$ cat src/rtl/fp16_to_int16_pipe.sv
// Two-stage binary16 -> int16 converter with saturation, status flags and valid/ready flow control.
// Stage 1 decodes the operand into an integer part plus guard/round/sticky bits; stage 2 rounds, signs and saturates.
module fp16_to_int16_pipe #(
  parameter int ROUND_MODE = 0
) (
  input  logic        clk,
  input  logic        rst,
  input  logic        in_valid,
  output logic        in_ready,
  input  logic [15:0] fp_in,
  output logic        out_valid,
  input  logic        out_ready,
  output logic [15:0] int_out,
  output logic        flag_overflow,
  output logic        flag_invalid,
  output logic        flag_inexact
);

  // Handshake: a stage transfers on valid && ready; each stage may load while its
  // current content moves on, so in_ready = !s1_valid || s2_ready is combinational.
  typedef enum logic [1:0] {CLS_ZERO, CLS_FIN, CLS_INF, CLS_NAN} cls_e;

  logic        s1_valid_q, s1_valid_d;
  logic        s1_sign_q, s1_sign_d;
  cls_e        s1_cls_q, s1_cls_d;
  logic [15:0] s1_mag_q, s1_mag_d;
  logic        s1_guard_q, s1_guard_d;
  logic        s1_round_q, s1_round_d;
  logic        s1_sticky_q, s1_sticky_d;

  logic        s2_valid_q, s2_valid_d;
  logic [15:0] s2_int_q, s2_int_d;
  logic        s2_ovf_q, s2_ovf_d;
  logic        s2_inv_q, s2_inv_d;
  logic        s2_inx_q, s2_inx_d;

  logic        s2_ready;
  logic [4:0]  dec_exp;
  logic [9:0]  dec_mant;
  logic [3:0]  dec_shamt;
  logic [25:0] dec_shifted;
  cls_e        dec_cls;
  logic [15:0] dec_mag;
  logic        dec_guard, dec_round, dec_sticky;

  logic        rnd_inc;
  logic [16:0] rnd_mag;
  logic        rnd_lost;
  logic [15:0] res_int;
  logic        res_ovf, res_inv, res_inx;

  assign s2_ready = !s2_valid_q || out_ready;
  assign in_ready = !s1_valid_q || s2_ready;

  // Decode: {1,mant} with 10 fraction bits, shifted left by exp-15 for exp 15..30.
  always_comb begin
    dec_exp     = fp_in[14:10];
    dec_mant    = fp_in[9:0];
    dec_shamt   = 4'(dec_exp - 5'd15);
    dec_shifted = {15'd0, 1'b1, dec_mant} << dec_shamt;
    dec_cls     = CLS_ZERO;
    dec_mag     = 16'd0;
    dec_guard   = 1'b0;
    dec_round   = 1'b0;
    dec_sticky  = 1'b0;
    if (dec_exp == 5'd31) begin
      dec_cls = (dec_mant != 10'd0) ? CLS_NAN : CLS_INF;
    end else if (dec_exp == 5'd0) begin
      dec_sticky = (dec_mant != 10'd0);
    end else if (dec_exp < 5'd15) begin
      dec_cls = CLS_FIN;
      if (dec_exp == 5'd14) begin
        dec_guard  = 1'b1;
        dec_round  = dec_mant[9];
        dec_sticky = (dec_mant[8:0] != 9'd0);
      end else begin
        dec_sticky = 1'b1;
      end
    end else begin
      dec_cls    = CLS_FIN;
      dec_mag    = dec_shifted[25:10];
      dec_guard  = dec_shifted[9];
      dec_round  = dec_shifted[8];
      dec_sticky = (dec_shifted[7:0] != 8'd0);
    end
  end

  // Round, apply sign, saturate. Only -32768 exactly survives a 16-bit magnitude of 32768.
  always_comb begin
    rnd_inc  = (ROUND_MODE == 1) && s1_guard_q && (s1_round_q || s1_sticky_q || s1_mag_q[0]);
    rnd_mag  = {1'b0, s1_mag_q} + {16'd0, rnd_inc};
    rnd_lost = s1_guard_q || s1_round_q || s1_sticky_q;
    res_int  = 16'd0;
    res_ovf  = 1'b0;
    res_inv  = 1'b0;
    res_inx  = 1'b0;
    case (s1_cls_q)
      CLS_NAN: res_inv = 1'b1;
      CLS_INF: begin
        res_int = s1_sign_q ? 16'h8000 : 16'h7FFF;
        res_ovf = 1'b1;
      end
      default: begin
        if (rnd_mag > 17'd32767) begin
          if (s1_sign_q && rnd_mag == 17'd32768 && !rnd_lost) begin
            res_int = 16'h8000;
          end else begin
            res_int = s1_sign_q ? 16'h8000 : 16'h7FFF;
            res_ovf = 1'b1;
          end
        end else begin
          res_int = s1_sign_q ? (~rnd_mag[15:0] + 16'd1) : rnd_mag[15:0];
          res_inx = rnd_lost;
        end
      end
    endcase
  end

  always_comb begin
    s1_valid_d  = s1_valid_q;
    s1_sign_d   = s1_sign_q;
    s1_cls_d    = s1_cls_q;
    s1_mag_d    = s1_mag_q;
    s1_guard_d  = s1_guard_q;
    s1_round_d  = s1_round_q;
    s1_sticky_d = s1_sticky_q;
    if (in_ready) begin
      s1_valid_d = in_valid;
      if (in_valid) begin
        s1_sign_d   = fp_in[15];
        s1_cls_d    = dec_cls;
        s1_mag_d    = dec_mag;
        s1_guard_d  = dec_guard;
        s1_round_d  = dec_round;
        s1_sticky_d = dec_sticky;
      end
    end
    s2_valid_d = s2_valid_q;
    s2_int_d   = s2_int_q;
    s2_ovf_d   = s2_ovf_q;
    s2_inv_d   = s2_inv_q;
    s2_inx_d   = s2_inx_q;
    if (s2_ready) begin
      s2_valid_d = s1_valid_q;
      if (s1_valid_q) begin
        s2_int_d = res_int;
        s2_ovf_d = res_ovf;
        s2_inv_d = res_inv;
        s2_inx_d = res_inx;
      end
    end
  end

  always_ff @(posedge clk) begin
    if (rst) begin
      s1_valid_q  <= 1'b0;
      s1_sign_q   <= 1'b0;
      s1_cls_q    <= CLS_ZERO;
      s1_mag_q    <= 16'd0;
      s1_guard_q  <= 1'b0;
      s1_round_q  <= 1'b0;
      s1_sticky_q <= 1'b0;
      s2_valid_q  <= 1'b0;
      s2_int_q    <= 16'd0;
      s2_ovf_q    <= 1'b0;
      s2_inv_q    <= 1'b0;
      s2_inx_q    <= 1'b0;
    end else begin
      s1_valid_q  <= s1_valid_d;
      s1_sign_q   <= s1_sign_d;
      s1_cls_q    <= s1_cls_d;
      s1_mag_q    <= s1_mag_d;
      s1_guard_q  <= s1_guard_d;
      s1_round_q  <= s1_round_d;
      s1_sticky_q <= s1_sticky_d;
      s2_valid_q  <= s2_valid_d;
      s2_int_q    <= s2_int_d;
      s2_ovf_q    <= s2_ovf_d;
      s2_inv_q    <= s2_inv_d;
      s2_inx_q    <= s2_inx_d;
    end
  end

  assign out_valid     = s2_valid_q;
  assign int_out       = s2_int_q;
  assign flag_overflow = s2_ovf_q;
  assign flag_invalid  = s2_inv_q;
  assign flag_inexact  = s2_inx_q;

endmodule

$ cat config.mk
export PLATFORM = sky130hd
export DESIGN_NAME = fp16_to_int16_pipe
export DESIGN_NICKNAME = d
export VERILOG_FILES = /design/src/rtl/fp16_to_int16_pipe.sv
export SDC_FILE = /design/constraint.sdc
export NUM_CORES = 1
export LEC_CHECK = 0
export BUFFER_PORTS_ARGS = -buffer_cell sky130_fd_sc_hd__buf_2
export CORE_MARGIN = 2
export CORE_UTILIZATION = 57
export CTS_CLUSTER_SIZE = 28
export DETAILED_ROUTE_END_ITERATION = 6
export PLACE_DENSITY = 0.91
export SYNTH_ARGS = -nofsm -noshare
export SYNTH_HDL_FRONTEND = slang
export SYNTH_SLANG_ARGS = --single-unit
$ cat constraint.sdc
create_clock -name clk -period 3 [get_ports clk]
set_input_delay 0.6 -clock clk [delete_from_list [all_inputs] [get_ports clk]]
set_output_delay 0.6 -clock clk [all_outputs]
set_load 0.02 [all_outputs]
==> results.md <==
* Clock root cell: clkbuf_8
* Highest metal used: met4
* Fin util at about two thirds
* CTS buffer count at 5
* Initial DRC Count at ~230
* Netlist Area Pre-Place at 2945 sq um
* Clk sinks at 43
* Vias in the first global route at 2603
* Final period util at 80.28%
* Met1 WL at 3132 um
* Class of the most critical setup path: in2reg
* Pins over their slew limit at 0
* Class of the tightest hold or removal check: reg2reg
* DRT antenna net count at 0
* DPL Wire Length at 5567 um
* Fin area at 3303 sq um
* Area growth, synth to finish at 12.15%
* Asr flop ratio synth at 0%
* Clock Skew at 0.004639 ns
* Die area at 5759 sq um
* Die W at 75.89 um
* RSZ-0062 raised after global routing: false
* Post-Route WL at between 7000 and 8000 um
* Via count at roughly 3000
* Post-synthesis register bit count at 43
* CTS tree: yes
* Hold-fix buffer count after cts at 0
* Post-cts gate resize count at 0
* Met3 WL at roughly 460 um
* Post-Syn Nets at 408
* Clk pin slew, worst setup/hold paths at ~0.080 ns
* Dpl cells at 473
* Critical Path Max Stage Delay at 0.64 ns
* Core ar. at between 5000 and 6000 sq um
* Initial antenna violation count at 0
* Synth cell types at between 50 and 60
* Critical-path cell list: buf_2, inv_2, ha_1, or4b_2, nand4_1, or3_1, nor2_1, a221o_1
* Max-Cap Viols at 0
* Slew at the pin closest to its max-slew limit at 0.9315 ns
* Htree depth at 2
* Worst EP arrival at 2.61 ns
* Tot GR Track Use at 26.69%
* Row cnt at 26
* Via density at approximately 6.3
* FMAX at 0.4152 GHz
* Top FF cell, synth: dfxtp_1
* Critical Path RT at 3.20 ns
* IO Count at 41
* CP max-delay cell: or4b_2
* Outcome: finished clean
* Worst-skew pair later-pin latency at around 0.30 ns
* Nets@finish at between 400 and 500
* Post-Synthesis Cells at 383
* Synthesized area per cell at 7.690 sq um
* Pwr Density at 441.3 nW/um^2
* Cell taking the most area after synthesis: dfxtp_1
* WL met2 at between 3000 and 4000 um
* Initial Utilization at 58.41%
* Setup TNS at 0 ns
* Routed len/inst at 15.42 um
* Post-synth EDFFs at 0
* CP Launch Type: input pin
* Main area contributors after synthesis: dfxtp_1 (29%), mux2i_1 (8.8%), nor2_1 (7.1%)
* Placed Area at 3197 sq um
* GRT overflow at 0
* Pwr Total at 1.458 mW
* Tmin final at 2.408 ns
* Non-Filler Instances at 480
* Pin count of the biggest net entering global routing at 30
* YS warnings at 0
* Layout cell share with drive strength beyond 1 at 16.83%
* Worst vdd ir at 0.0002213 V
* Drt drc at 0
* Crit end category: register
* PortBufs at 40
* Yosys top cell area share at around 30%
* Clock tree buffer depth at 2
* Sequential area share after synthesis at about 29%
* Die Y at roughly 76 um
* Hold Vio Cnt, Final at 0
* N_diodes at 0
* Post-CTS setup buffers at 0
* Lkg Pwr at 1.357 nW
* GPL Wtd Cong at just under 1
* Slew headroom at 37.82%
* Global-route wire length before repair at roughly 12000 um
* Setup-failing EPs final at 0
* CP max FO at 17
* Pre-antenna DRT Iters at 4
synthesized netlist by cell type, types with 3 or more instances:
cell type  count
clkbuf_1      20
or3_1          6
inv_1          9
a21oi_1       22
a221o_1        7
nor3_1        18
o21ai_0       15
dfxtp_1       43
nand2b_1       4
ha_1           5
and2_1         3
a211oi_1       8
a2bb2oi_1      3
buf_1          3
o31ai_1        4
a22oi_1        5
a31oi_1        3
or3_2          3
a211o_1        3
a2111oi_0      6
xnor2_1        6
nand2_1       31
xor2_1         6
mux2i_1       26
nor2_1        56
nand4_1        4
nand3_1        8
o22ai_1        6
nor4_1         5
buf_2          6
nor2b_1        6
a221oi_1       3
o21a_1         3
layer usage:
metal / track usage, % / vias to the layer above
met1: 31.30 / 1400
met5: 0 / -
li1: - / 1461
met2: 45.69 / 131
met4: 15.79 / 0
met3: 4.101 / 21
worst paths after layout:
kind	start	end	slack, ns	depth (start not counted)
min reg2reg	int_out[1]	int_out[1]	0.45	2
min	int_out[1]	int_out[1]	0.45	2
max	fp_in[10]	s1_mag_q[7]	0.59	8
max reg2reg	s1_mag_q[4]	int_out[11]	0.85	5
cell families after synthesis:
group / Yosys count / share of synthesized area, %
simple gates: 155 / 25.91
compound gates: 100 / 23.71
flops: 43 / 29.23
buf+inv: 40 / 5.480
mux: 28 / 9.983
xor+xnor: 12 / 3.568
fa+ha+maj: 5 / 2.124
cells in the final DEF (no fill, tap or decap), types with 5 or more instances in the layout:
cell type | synthesis | layout
o21ai_0 | 15 | 15
xor2_1 | 6 | 6
xnor2_1 | 6 | 6
a21oi_1 | 22 | 22
or3_1 | 6 | 6
a211oi_1 | 8 | 8
buf_2 | 6 | 40
nand2_1 | 31 | 31
nor2b_1 | 6 | 6
a22oi_1 | 5 | 5
nor3_1 | 18 | 18
o22ai_1 | 6 | 6
dfxtp_1 | 43 | 43
nor4_1 | 5 | 5
inv_1 | 9 | 9
mux2i_1 | 26 | 26
a2111oi_0 | 6 | 6
buf_4 | 1 | 9
ha_1 | 5 | 5
nand3_1 | 8 | 8
a221o_1 | 7 | 7
nor2_1 | 56 | 56
clkbuf_8 | 0 | 5
power by group:
part / switching, mW / total, mW / internal, mW
registers: 0.0262 / 0.621 / 0.595
logic: 0.233 / 0.399 / 0.166
clock network: 0.194 / 0.437 / 0.243
total: 0.454 / 1.46 / 1.00
final cells by class:
class / instances / area, sq um
Fill cell: 425 / 1739
Multi-Input combinational cell: 300 / 1923
Sequential cell: 43 / 860.8
Clock buffer: 5 / 68.82
Timing Repair Buffer: 50 / 287.8
Inverter: 10 / 37.54
Tap cell: 70 / 87.58
Clock inverter: 2 / 37.54
stage by stage:
stage	hold slack, ns	setup WS, ns
after global placement	0.4357	0.3566
after global routing	0.4840	0.5119
after floorplan	0.4400	0.4018
final	0.4542	0.5915
after detailed placement	0.4482	0.2803
after CTS	0.4583	0.6066
worst max-delay path, delay by kind of cell:
| kind | cells | cell delay [ns] |
|---|---|---|
| and+or+nand+nor | 4 | 1.25 |
| AOI/OAI and AO/OA | 1 | 0.33 |
| buffers and inverters | 2 | 0.30 |
| adders and majority gates | 1 | 0.13 |
(Power assumes the default switching activity.)
